==> config.mk <==
export PLATFORM = sky130hd
export DESIGN_NAME = mux_rr_sampler_flat
export DESIGN_NICKNAME = d
export VERILOG_FILES = /design/src/rtl/mux_rr_sampler_pkg.sv /design/src/rtl/mux_rr_sampler_if.sv /design/src/rtl/mux_rr_sampler_rr_pick.sv /design/src/rtl/mux_rr_sampler.sv /design/src/flat_wrapper.sv
export SDC_FILE = /design/constraint.sdc
export NUM_CORES = 1
export LEC_CHECK = 0
export CORE_MARGIN = 2
export CORE_UTILIZATION = 50
export CTS_CLUSTER_DIAMETER = 30
export DETAILED_ROUTE_END_ITERATION = 10
export GPL_ROUTABILITY_DRIVEN = 1
export GPL_TIMING_DRIVEN = 0
export HOLD_SLACK_MARGIN = 0.05
export PLACE_DENSITY = 0.75
export SLEW_MARGIN = 20
export SYNTH_ARGS = -nofsm -noshare
export SYNTH_HDL_FRONTEND = slang
export SYNTH_SLANG_ARGS = --single-unit
==> constraint.sdc <==
create_clock -name clk -period 11.39 [get_ports clk]
set_input_delay 2.278 -clock clk [delete_from_list [all_inputs] [get_ports clk]]
set_output_delay 2.278 -clock clk [all_outputs]
set_load 0.005 [all_outputs]
==> src/rtl/mux_rr_sampler_pkg.sv <==
// Shared definitions for the round-robin mux sampler: FSM state encoding
// and default sizing parameters.
package mux_rr_sampler_pkg;

   localparam int N_DEF      = 32;
   localparam int SW_DEF     = 5;
   localparam int SETTLE_DEF = 1;

   typedef enum logic [1:0] {
      ST_IDLE    = 2'd0,
      ST_SETTLE  = 2'd1,
      ST_CAPTURE = 2'd2,
      ST_HOLD    = 2'd3
   } state_t;

endpackage

==> src/rtl/mux_rr_sampler_if.sv <==
// Bundle of request, mux and result-handshake signals for the sampler.
// The slave modport is the sampler's view; the master modport is the
// surrounding system (request sources, external mux, result consumer).
interface mux_rr_sampler_if
   import mux_rr_sampler_pkg::*;
#(
   parameter int N  = N_DEF,
   parameter int SW = SW_DEF
);
   logic [N-1:0]  req;
   logic          mux_out;
   logic [SW-1:0] sel;
   logic [N-1:0]  gnt;
   logic          busy;
   logic          out_valid;
   logic          out_bit;
   logic [SW-1:0] out_idx;
   logic          out_ready;

   modport slave (
      input  req, mux_out, out_ready,
      output sel, gnt, busy, out_valid, out_bit, out_idx
   );

   modport master (
      output req, mux_out, out_ready,
      input  sel, gnt, busy, out_valid, out_bit, out_idx
   );
endinterface

==> src/rtl/mux_rr_sampler_rr_pick.sv <==
// Combinational round-robin picker: finds the first set request bit at or
// above ptr, scanning upward and wrapping from N-1 back to 0.
module rr_pick
   import mux_rr_sampler_pkg::*;
#(
   parameter int N  = N_DEF,
   parameter int SW = SW_DEF
) (
   input  logic [N-1:0]  req,
   input  logic [SW-1:0] ptr,
   output logic          found,
   output logic [SW-1:0] idx
);

   logic [2*N-1:0] req_dbl;
   logic [N-1:0]   rot;
   logic [SW-1:0]  off;

   // Rotate so ptr lands at bit 0, take the lowest set bit, then undo the rotation
   always_comb begin
      req_dbl = {req, req};
      rot     = req_dbl[ptr +: N];
      off     = '0;
      for (int i = N - 1; i >= 0; i--) begin
         if (rot[i]) begin
            off = SW'(i);
         end
      end
      found = |req;
      idx   = off + ptr;
   end

endmodule

==> src/rtl/mux_rr_sampler.sv <==
// Round-robin scheduler sharing one external N:1 bit mux among N requesters.
// A grant drives sel, waits SETTLE cycles, samples mux_out and offers the
// bit plus its index on a valid/ready handshake. Grants are never revoked.
module mux_rr_sampler
   import mux_rr_sampler_pkg::*;
#(
   parameter int N      = N_DEF,
   parameter int SW     = SW_DEF,
   parameter int SETTLE = SETTLE_DEF
) (
   input logic             clk,
   input logic             rst_n,
   mux_rr_sampler_if.slave bus
);

   localparam int CW = 3;

   state_t        state_q, state_d;
   logic [SW-1:0] ptr_q, ptr_d;
   logic [SW-1:0] sel_q, sel_d;
   logic [N-1:0]  gnt_q, gnt_d;
   logic [CW-1:0] cnt_q, cnt_d;
   logic          out_valid_q, out_valid_d;
   logic          out_bit_q, out_bit_d;
   logic [SW-1:0] out_idx_q, out_idx_d;

   logic          pick_found;
   logic [SW-1:0] pick_idx;

   rr_pick #(
      .N  (N),
      .SW (SW)
   ) u_rr_pick (
      .req   (bus.req),
      .ptr   (ptr_q),
      .found (pick_found),
      .idx   (pick_idx)
   );

   // Next-state and register-update logic for the grant/settle/capture/hold cycle
   always_comb begin
      state_d     = state_q;
      ptr_d       = ptr_q;
      sel_d       = sel_q;
      gnt_d       = gnt_q;
      cnt_d       = cnt_q;
      out_valid_d = out_valid_q;
      out_bit_d   = out_bit_q;
      out_idx_d   = out_idx_q;

      case (state_q)
         ST_IDLE: begin
            gnt_d = '0;
            if (pick_found) begin
               sel_d   = pick_idx;
               gnt_d   = N'(1) << pick_idx;
               cnt_d   = CW'(SETTLE);
               state_d = (SETTLE == 0) ? ST_CAPTURE : ST_SETTLE;
            end
         end
         ST_SETTLE: begin
            cnt_d = cnt_q - CW'(1);
            if (cnt_q <= CW'(1)) begin
               state_d = ST_CAPTURE;
            end
         end
         ST_CAPTURE: begin
            out_bit_d   = bus.mux_out;
            out_idx_d   = sel_q;
            out_valid_d = 1'b1;
            state_d     = ST_HOLD;
         end
         ST_HOLD: begin
            if (bus.out_ready) begin
               out_valid_d = 1'b0;
               gnt_d       = '0;
               ptr_d       = sel_q + SW'(1);
               state_d     = ST_IDLE;
            end
         end
         default: begin
            state_d = ST_IDLE;
         end
      endcase
   end

   // State and output registers; reset aborts any transaction in flight
   always_ff @(posedge clk or negedge rst_n) begin
      if (!rst_n) begin
         state_q     <= ST_IDLE;
         ptr_q       <= '0;
         sel_q       <= '0;
         gnt_q       <= '0;
         cnt_q       <= '0;
         out_valid_q <= 1'b0;
         out_bit_q   <= 1'b0;
         out_idx_q   <= '0;
      end else begin
         state_q     <= state_d;
         ptr_q       <= ptr_d;
         sel_q       <= sel_d;
         gnt_q       <= gnt_d;
         cnt_q       <= cnt_d;
         out_valid_q <= out_valid_d;
         out_bit_q   <= out_bit_d;
         out_idx_q   <= out_idx_d;
      end
   end

   assign bus.sel       = sel_q;
   assign bus.gnt       = gnt_q;
   assign bus.busy      = (state_q != ST_IDLE);
   assign bus.out_valid = out_valid_q;
   assign bus.out_bit   = out_bit_q;
   assign bus.out_idx   = out_idx_q;

endmodule

==> src/flat_wrapper.sv <==
// flat-port wrapper written by rule: the top's interface ports become plain ports
module mux_rr_sampler_flat import mux_rr_sampler_pkg::*;
#(
   parameter int N      = N_DEF,
   parameter int SW     = SW_DEF,
   parameter int SETTLE = SETTLE_DEF
)
  (clk, rst_n, bus_req, bus_mux_out, bus_out_ready, bus_sel, bus_gnt, bus_busy, bus_out_valid, bus_out_bit, bus_out_idx);
  mux_rr_sampler_if #(.N(N), .SW(SW)) bus_i ();
  input logic clk;
  input logic rst_n;
  input wire logic [$bits(bus_i.req)-1:0] bus_req;
  input wire logic [$bits(bus_i.mux_out)-1:0] bus_mux_out;
  input wire logic [$bits(bus_i.out_ready)-1:0] bus_out_ready;
  output wire logic [$bits(bus_i.sel)-1:0] bus_sel;
  output wire logic [$bits(bus_i.gnt)-1:0] bus_gnt;
  output wire logic [$bits(bus_i.busy)-1:0] bus_busy;
  output wire logic [$bits(bus_i.out_valid)-1:0] bus_out_valid;
  output wire logic [$bits(bus_i.out_bit)-1:0] bus_out_bit;
  output wire logic [$bits(bus_i.out_idx)-1:0] bus_out_idx;
  assign bus_i.req = bus_req;
  assign bus_i.mux_out = bus_mux_out;
  assign bus_i.out_ready = bus_out_ready;
  assign bus_sel = bus_i.sel;
  assign bus_gnt = bus_i.gnt;
  assign bus_busy = bus_i.busy;
  assign bus_out_valid = bus_i.out_valid;
  assign bus_out_bit = bus_i.out_bit;
  assign bus_out_idx = bus_i.out_idx;
  mux_rr_sampler #(.N(N), .SW(SW), .SETTLE(SETTLE)) u_core (.clk(clk), .rst_n(rst_n), .bus(bus_i));
endmodule
==> impl_metrics.ini, run 1 <==
[worst_hold_path]
worstHoldPathType = register to register
hold_start = u_core.bus.gnt[3]$_DFFE_PN0P_

[finish]
antenna_cells = 0
area_growth_pct = 17.7
fin_util = 0.603
nNetsFinal = 726
drive_gt1_frac = 0.235

[detailed_routing]
viasPerCell = 7.16
drt_pre_antenna_iters = 7
drc_errors = 0
via_count = 6090
wl_per_cell_um = 26.4
drt_iter0_drc = 867
wl_um = 22500
ant_nets = 0

[cts]
cts_tree = done
path_clk_slew_ns = 0.07
cts_made_buffers = 5
root_buffer = clkbuf_16
clk_latency_ns = 0.30
h-tree-depth = 2
clock_path_buffers = 2
clock-sinks = 54
postCtsSetupRepairBufs = 0
cts_resized = 0
cts_hold_buf = 0

[critical_path]
cp_slowest_cell = mux4_2
cp.arrival_ns = 7.62
critPathLaunch = bus_req[8]
worstSetupEndpointType = register
path_cells = clkdlybuf4s50_1 > clkbuf_1 > mux4_2 > mux4_2 > mux2_2 > nor2b_1 > o21ba_2 > o31ai_1 > nand3_1 > a21oi_1 > ha_1 > inv_1 > fa_1 > inv_1 > a21o_1 > a21oi_1 > xnor2_1 > xor2_2 > buf_6 > a32o_1
crit_path_start_kind = input pin
reg2reg_from = u_core.ptr_q[0]$_DFFE_PN0P_
critPathKind = input pin to register
slowest_delay_ns = 0.61
path_max_fanout = 10
cp_data_required_time_ns = 11.63

[pwr]
power.share.switching = 0.511
peakVddDrop_mv = 0.241
power_leakage_nw = 2.97
p_int_mw = 1.30
seq_power_share = 0.123
switchingPower_mw = 1.35
p_clk_frac = 0.057
comb_power_share = 0.820
power_density_nw_per_um2 = 347

[sta]
rsz0062_at_grt = false
worst_slew_pin_slew_ns = 0.684
fin_crit_sh = 0.648
finClkSkew_ns = 0.00799
drv_slew = 0
timing.setup.tns_ns = 0
final-setup-viol-count = 0
period_needed_ns = 7.38
fmax_ghz = 0.136
hold_viol_final = 0
slew_headroom = 0.542

[synth]
ys_seq_area_frac = 0.208
synthesis.nets = 639
netlist_area_um2 = 6490
synth-edff-count = 0
ys_types = 71
yosys_warnings = 0
yosys_most_used_dff = dfrtp_1
synthArstFlopShare = 1.00
syn_avg_cell_area_um2 = 11.0
synthCells = 591
ys_seq_elements = 54

[placement]
hpwl_um = 16700
gp_congestion = 0.992
portBuffers = 80

[floorplan]
die_area_um2 = 13900
chipHeight_um = 118
num_rows = 41
die_x_um = 118
core_area_um2 = 12700
ios = 81
initial_core_util = 0.512

[global_routing]
grt_pass1_wl_um = 35700
grt_pass1_vias = 6354
antenna_found_initial = 0
overflow = 0
grt.total_usage = 0.331
grt_max_degree = 55

[run_status]
status = completed

[job]
maxCapViolations = 0
==> sequential cells by signal, summed over array words and instances (netlist names) <==
register / cells
u_core.bus.gnt: 32
u_core.bus.sel: 5
u_core.bus.out_bit: 1
u_core.ptr_q: 5
u_core.bus.out_idx: 5
u_core.state_q: 2
u_core.cnt_q: 3
u_core.bus.out_valid: 1
==> power by group through the flow <==
stage | sequential (mW) | combinational (mW) | clock [mW]
6_report | 0.326 | 2.17 | 0.151
5_1_grt | 0.335 | 2.34 | 0.161
4_1_cts | 0.325 | 2.13 | 0.154
3_5_place_dp | 0.327 | 2.12 | 0
3_3_place_gp | 0.324 | 2.08 | 0
2_1_floorplan | 0.314 | 1.53 | 0
==> synthesized netlist by cell type, drive strengths merged (4+ instances only) <==
master	n	share of area
a32o	32	0.049
o22ai	5	0.0048
buf	32	0.036
ha	11	0.021
nand2	35	0.021
o21ai	20	0.015
dfrtp	54	0.21
nor4	10	0.0096
and2	5	0.0048
nor2b	10	0.0096
nor2	35	0.020
nand3	17	0.013
mux2i	36	0.055
a22oi	10	0.012
xor2	4	0.0066
mux2	40	0.069
or2	4	0.0039
clkbuf	39	0.023
mux4	84	0.30
a21oi	21	0.016
xnor2	6	0.0092
nand2b	5	0.0048
inv	15	0.0087
nor3	8	0.0062
==> final cells by class <==
cell class | instances | area, um^2
Tap cell | 172 | 215
Clock buffer | 5 | 125
Buffer | 71 | 378
Inverter | 16 | 60.1
Clock inverter | 2 | 13.8
Sequential cell | 54 | 1350
Fill cell | 1077 | 5020
Multi-Input combinational cell | 450 | 4700
Timing Repair Buffer | 80 | 798
==> through the flow <==
stage	hold slack, ns	total power, mW	setup slack [ns]	cell area [um^2]	cells
floorplan	0.489	1.84	4.96	6490	591
global placement	0.475	2.40	3.88	7510	843
detailed placement	0.482	2.44	3.75	7510	843
CTS	0.498	2.61	4.06	7650	850
global route	0.518	2.83	3.64	7650	850
finish	0.495	2.65	4.01	7650	850
==> final timing paths <==
path | endpoint | slack [ns] | cells past startpoint
setup / recovery | u_core.bus.gnt[27]$_DFFE_PN0P_ | 4.01 | 20
hold / removal | u_core.bus.gnt[3]$_DFFE_PN0P_ | 0.49 | 1
setup reg to reg | u_core.bus.gnt[27]$_DFFE_PN0P_ | 5.75 | 21
hold reg to reg | u_core.bus.gnt[3]$_DFFE_PN0P_ | 0.49 | 1
max in group asynchronous | u_core.bus.out_idx[4]$_DFFE_PN0P_ | 8.93 | 1
min in group asynchronous | u_core.bus.gnt[26]$_DFFE_PN0P_ | 2.01 | 1
==> placed cells by master (no fill, tap or decap), types with 15 or more instances in the layout <==
cell type / count
clkdlybuf4s50_1: 79
mux4_2: 71
dfrtp_1: 54
mux2_2: 40
clkbuf_1: 39
mux2i_1: 36
nor2_1: 35
nand2_1: 34
a32o_1: 32
a21oi_1: 21
o21ai_0: 19
nand3_1: 17
buf_2: 15
==> cell families (layout without fill, tap and decap cells) <==
logic type / count (synthesis) / after routing / share of synthesized area
adder cells (fa/ha/maj): 12 / 12 / 0.0243
AO/OA/AOI/OAI: 122 / 122 / 0.146
buffers and inverters: 87 / 174 / 0.0674
flip-flops: 54 / 54 / 0.208
multiplexers: 160 / 160 / 0.424
XOR/XNOR: 10 / 10 / 0.0158
AND/OR/NAND/NOR: 146 / 146 / 0.114
==> per-layer routing <==
metal  wire [um]  GRT usage
met5           0          0
met4        1060      0.154
met3        2520     0.0809
met2       10600      0.537
met1        8320      0.418
==> worst max-delay path: cells and delay by family <==
family,cells,cell delay (ns)
buffers and inverters,5,1.19
adder cells (fa/ha/maj),2,0.70
multiplexers,3,1.41
AO/OA/AOI/OAI,6,1.01
XOR/XNOR,2,0.76
AND/OR/NAND/NOR,2,0.29
(Power assumes the default switching activity.)
==> inputs of run 2 (changes only) <==
- PLACE_DENSITY: 0.75 -> 0.78
- clock period: 11.39 -> 6.25 ns (I/O delays scaled with it)
==> run 2 against run 1 <==
Net effect: highest routed layer unchanged; sequential power rose by 81%; cell count rose by 0.24%; critical path depth fell by 5; flip-flop and latch count did not move.
==> impl_metrics.ini, run 2 (same netlist as run 1, synthesis figures left out) <==
[global_routing]
grt_max_degree = 55
grt_pass1_vias = 6323
overflow = 0
antenna_found_initial = 0
grt.total_usage = 0.332
grt_pass1_wl_um = 36100

[finish]
largest_reg_flops = 32
design_area_um2 = 7740
final_cell_mix = 78 x clkdlybuf4s50_1, 73 x mux4_2, 54 x dfrtp_1, 40 x mux2_2, 35 x mux2i_1
drive_gt1_frac = 0.268
nFillCells = 1046
antenna_cells = 0
area_growth_pct = 19.2
layout_commonest_cell = clkdlybuf4s50_1
nNetsFinal = 728

[floorplan]
num_rows = 41
die_area_um2 = 13900
chipHeight_um = 118
ios = 81
die_x_um = 118
initial_core_util = 0.512
core_area_um2 = 12700

[detailed_routing]
wl_um = 23000
drt_iter0_drc = 828
drc_errors = 0
drt_pre_antenna_iters = 5
wl_per_cell_um = 27.0
via_count = 6169
ant_nets = 0
viasPerCell = 7.24

[cts]
clock_path_buffers = 2
cts_made_buffers = 5
clock-sinks = 54
clk_latency_ns = 0.29
cts_tree = done
h-tree-depth = 2
root_buffer = clkbuf_16
cts_hold_buf = 0
path_clk_slew_ns = 0.07

[sta]
fmax_ghz = 0.163
worst_slew_pin_slew_ns = 0.889
hold_viol_final = 0
fin_ws_ns = 0.111
fin_crit_sh = 0.982
drv_slew = 0
final-setup-viol-count = 0
finClkSkew_ns = 0.00676
period_needed_ns = 6.14
slew_headroom = 0.407
timing.setup.tns_ns = 0
hold_slack_ns = 0.498
rsz0062_at_grt = true

[worst_hold_path]
worstHoldPathType = register to register

[pwr]
power_density_nw_per_um2 = 637
power_leakage_nw = 3.04
peakVddDrop_mv = 0.425

[job]
maxCapViolations = 0

[critical_path]
path_buf_inv = 1
slowest_delay_ns = 0.73
critPathKind = input pin to register
crit_family = simple AND/OR/NAND/NOR gates
crit_path_start_kind = input pin
cp.arrival_ns = 6.36
cp_data_required_time_ns = 6.47
worstSetupEndpointType = register
cp_slowest_cell = mux4_1
path_max_fanout = 10
path_cells = clkdlybuf4s50_1 > mux4_1 > mux4_2 > nand2_1 > o21ai_0 > or4_1 > o21ai_0 > and3_1 > ha_1 > a21o_1 > a21oi_1 > xor2_1 > or3_1 > nor2_2 > a32o_1
crit_top_cell = o21ai_0

[placement]
hpwl_um = 16700
postPlaceCellArea_um2 = 7510
detailedPlace.worstSlack_ns = -0.250
portBuffers = 80
gp_congestion = 1.00

[run_status]
status = completed
[run 2: cell types whose count changed in the layout (fill, tap and decap cells not counted), sizes merged]
cell           before  now
dlymetal6s2s        0    1
buf                33   37
bufinv              0    1
clkbuf             44   42
clkdlybuf4s50      79   78
inv                16   15
[run 2: final timing paths]
check,from,cells after the start,endpoint,slack (ns)
hold / removal,u_core.bus.gnt[2]$_DFFE_PN0P_,1,u_core.bus.gnt[2]$_DFFE_PN0P_,0.50
min in group asynchronous,rst_n,1,u_core.bus.gnt[28]$_DFFE_PN0P_,0.99
setup / recovery,bus_req[29],15,u_core.bus.gnt[25]$_DFFE_PN0P_,0.11
hold reg to reg,u_core.bus.gnt[2]$_DFFE_PN0P_,1,u_core.bus.gnt[2]$_DFFE_PN0P_,0.50
max in group asynchronous,rst_n,1,u_core.cnt_q[0]$_DFFE_PN0P_,4.81
setup reg to reg,u_core.ptr_q[1]$_DFFE_PN0P_,19,u_core.bus.gnt[25]$_DFFE_PN0P_,0.60
[run 2: area by class of cell]
type,instances,area (um^2),area share
Buffer,71,394,0.0509
Clock buffer,5,125,0.0162
Clock inverter,2,38.8,0.00501
Inverter,16,60.1,0.00776
Multi-Input combinational cell,450,4740,0.612
Sequential cell,54,1350,0.175
Tap cell,172,215,0.0278
Timing Repair Buffer,82,816,0.105
[run 2: through the flow]
stage | total power, mW | util | instances
floorplan | 3.35 | - | 591
global placement | 4.39 | 0.593 | 843
detailed placement | 4.45 | 0.592 | 843
CTS | 4.79 | 0.605 | 850
global route | 5.23 | 0.611 | 852
finish | 4.93 | 0.611 | 852
[run 2: repair_timing]
action | 4_1_cts | 5_1_grt
resized for setup | 0 | 39
setup endpoints to repair | 0 | 33
buffers inserted | 0 | 2
[run 2: power breakdown]
| group | internal (mW) | switching, mW | total, mW |
|---|---|---|---|
| Clock | 0.188 | 0.122 | 0.309 |
| Combinational | 1.77 | 2.26 | 4.03 |
| Sequential | 0.476 | 0.115 | 0.591 |
[run 2: layer usage]
layer / GRT usage / routed length (um)
met1: 0.441 / 8720
met2: 0.514 / 10400
met3: 0.0964 / 2920
met4: 0.134 / 941
met5: 0 / 0
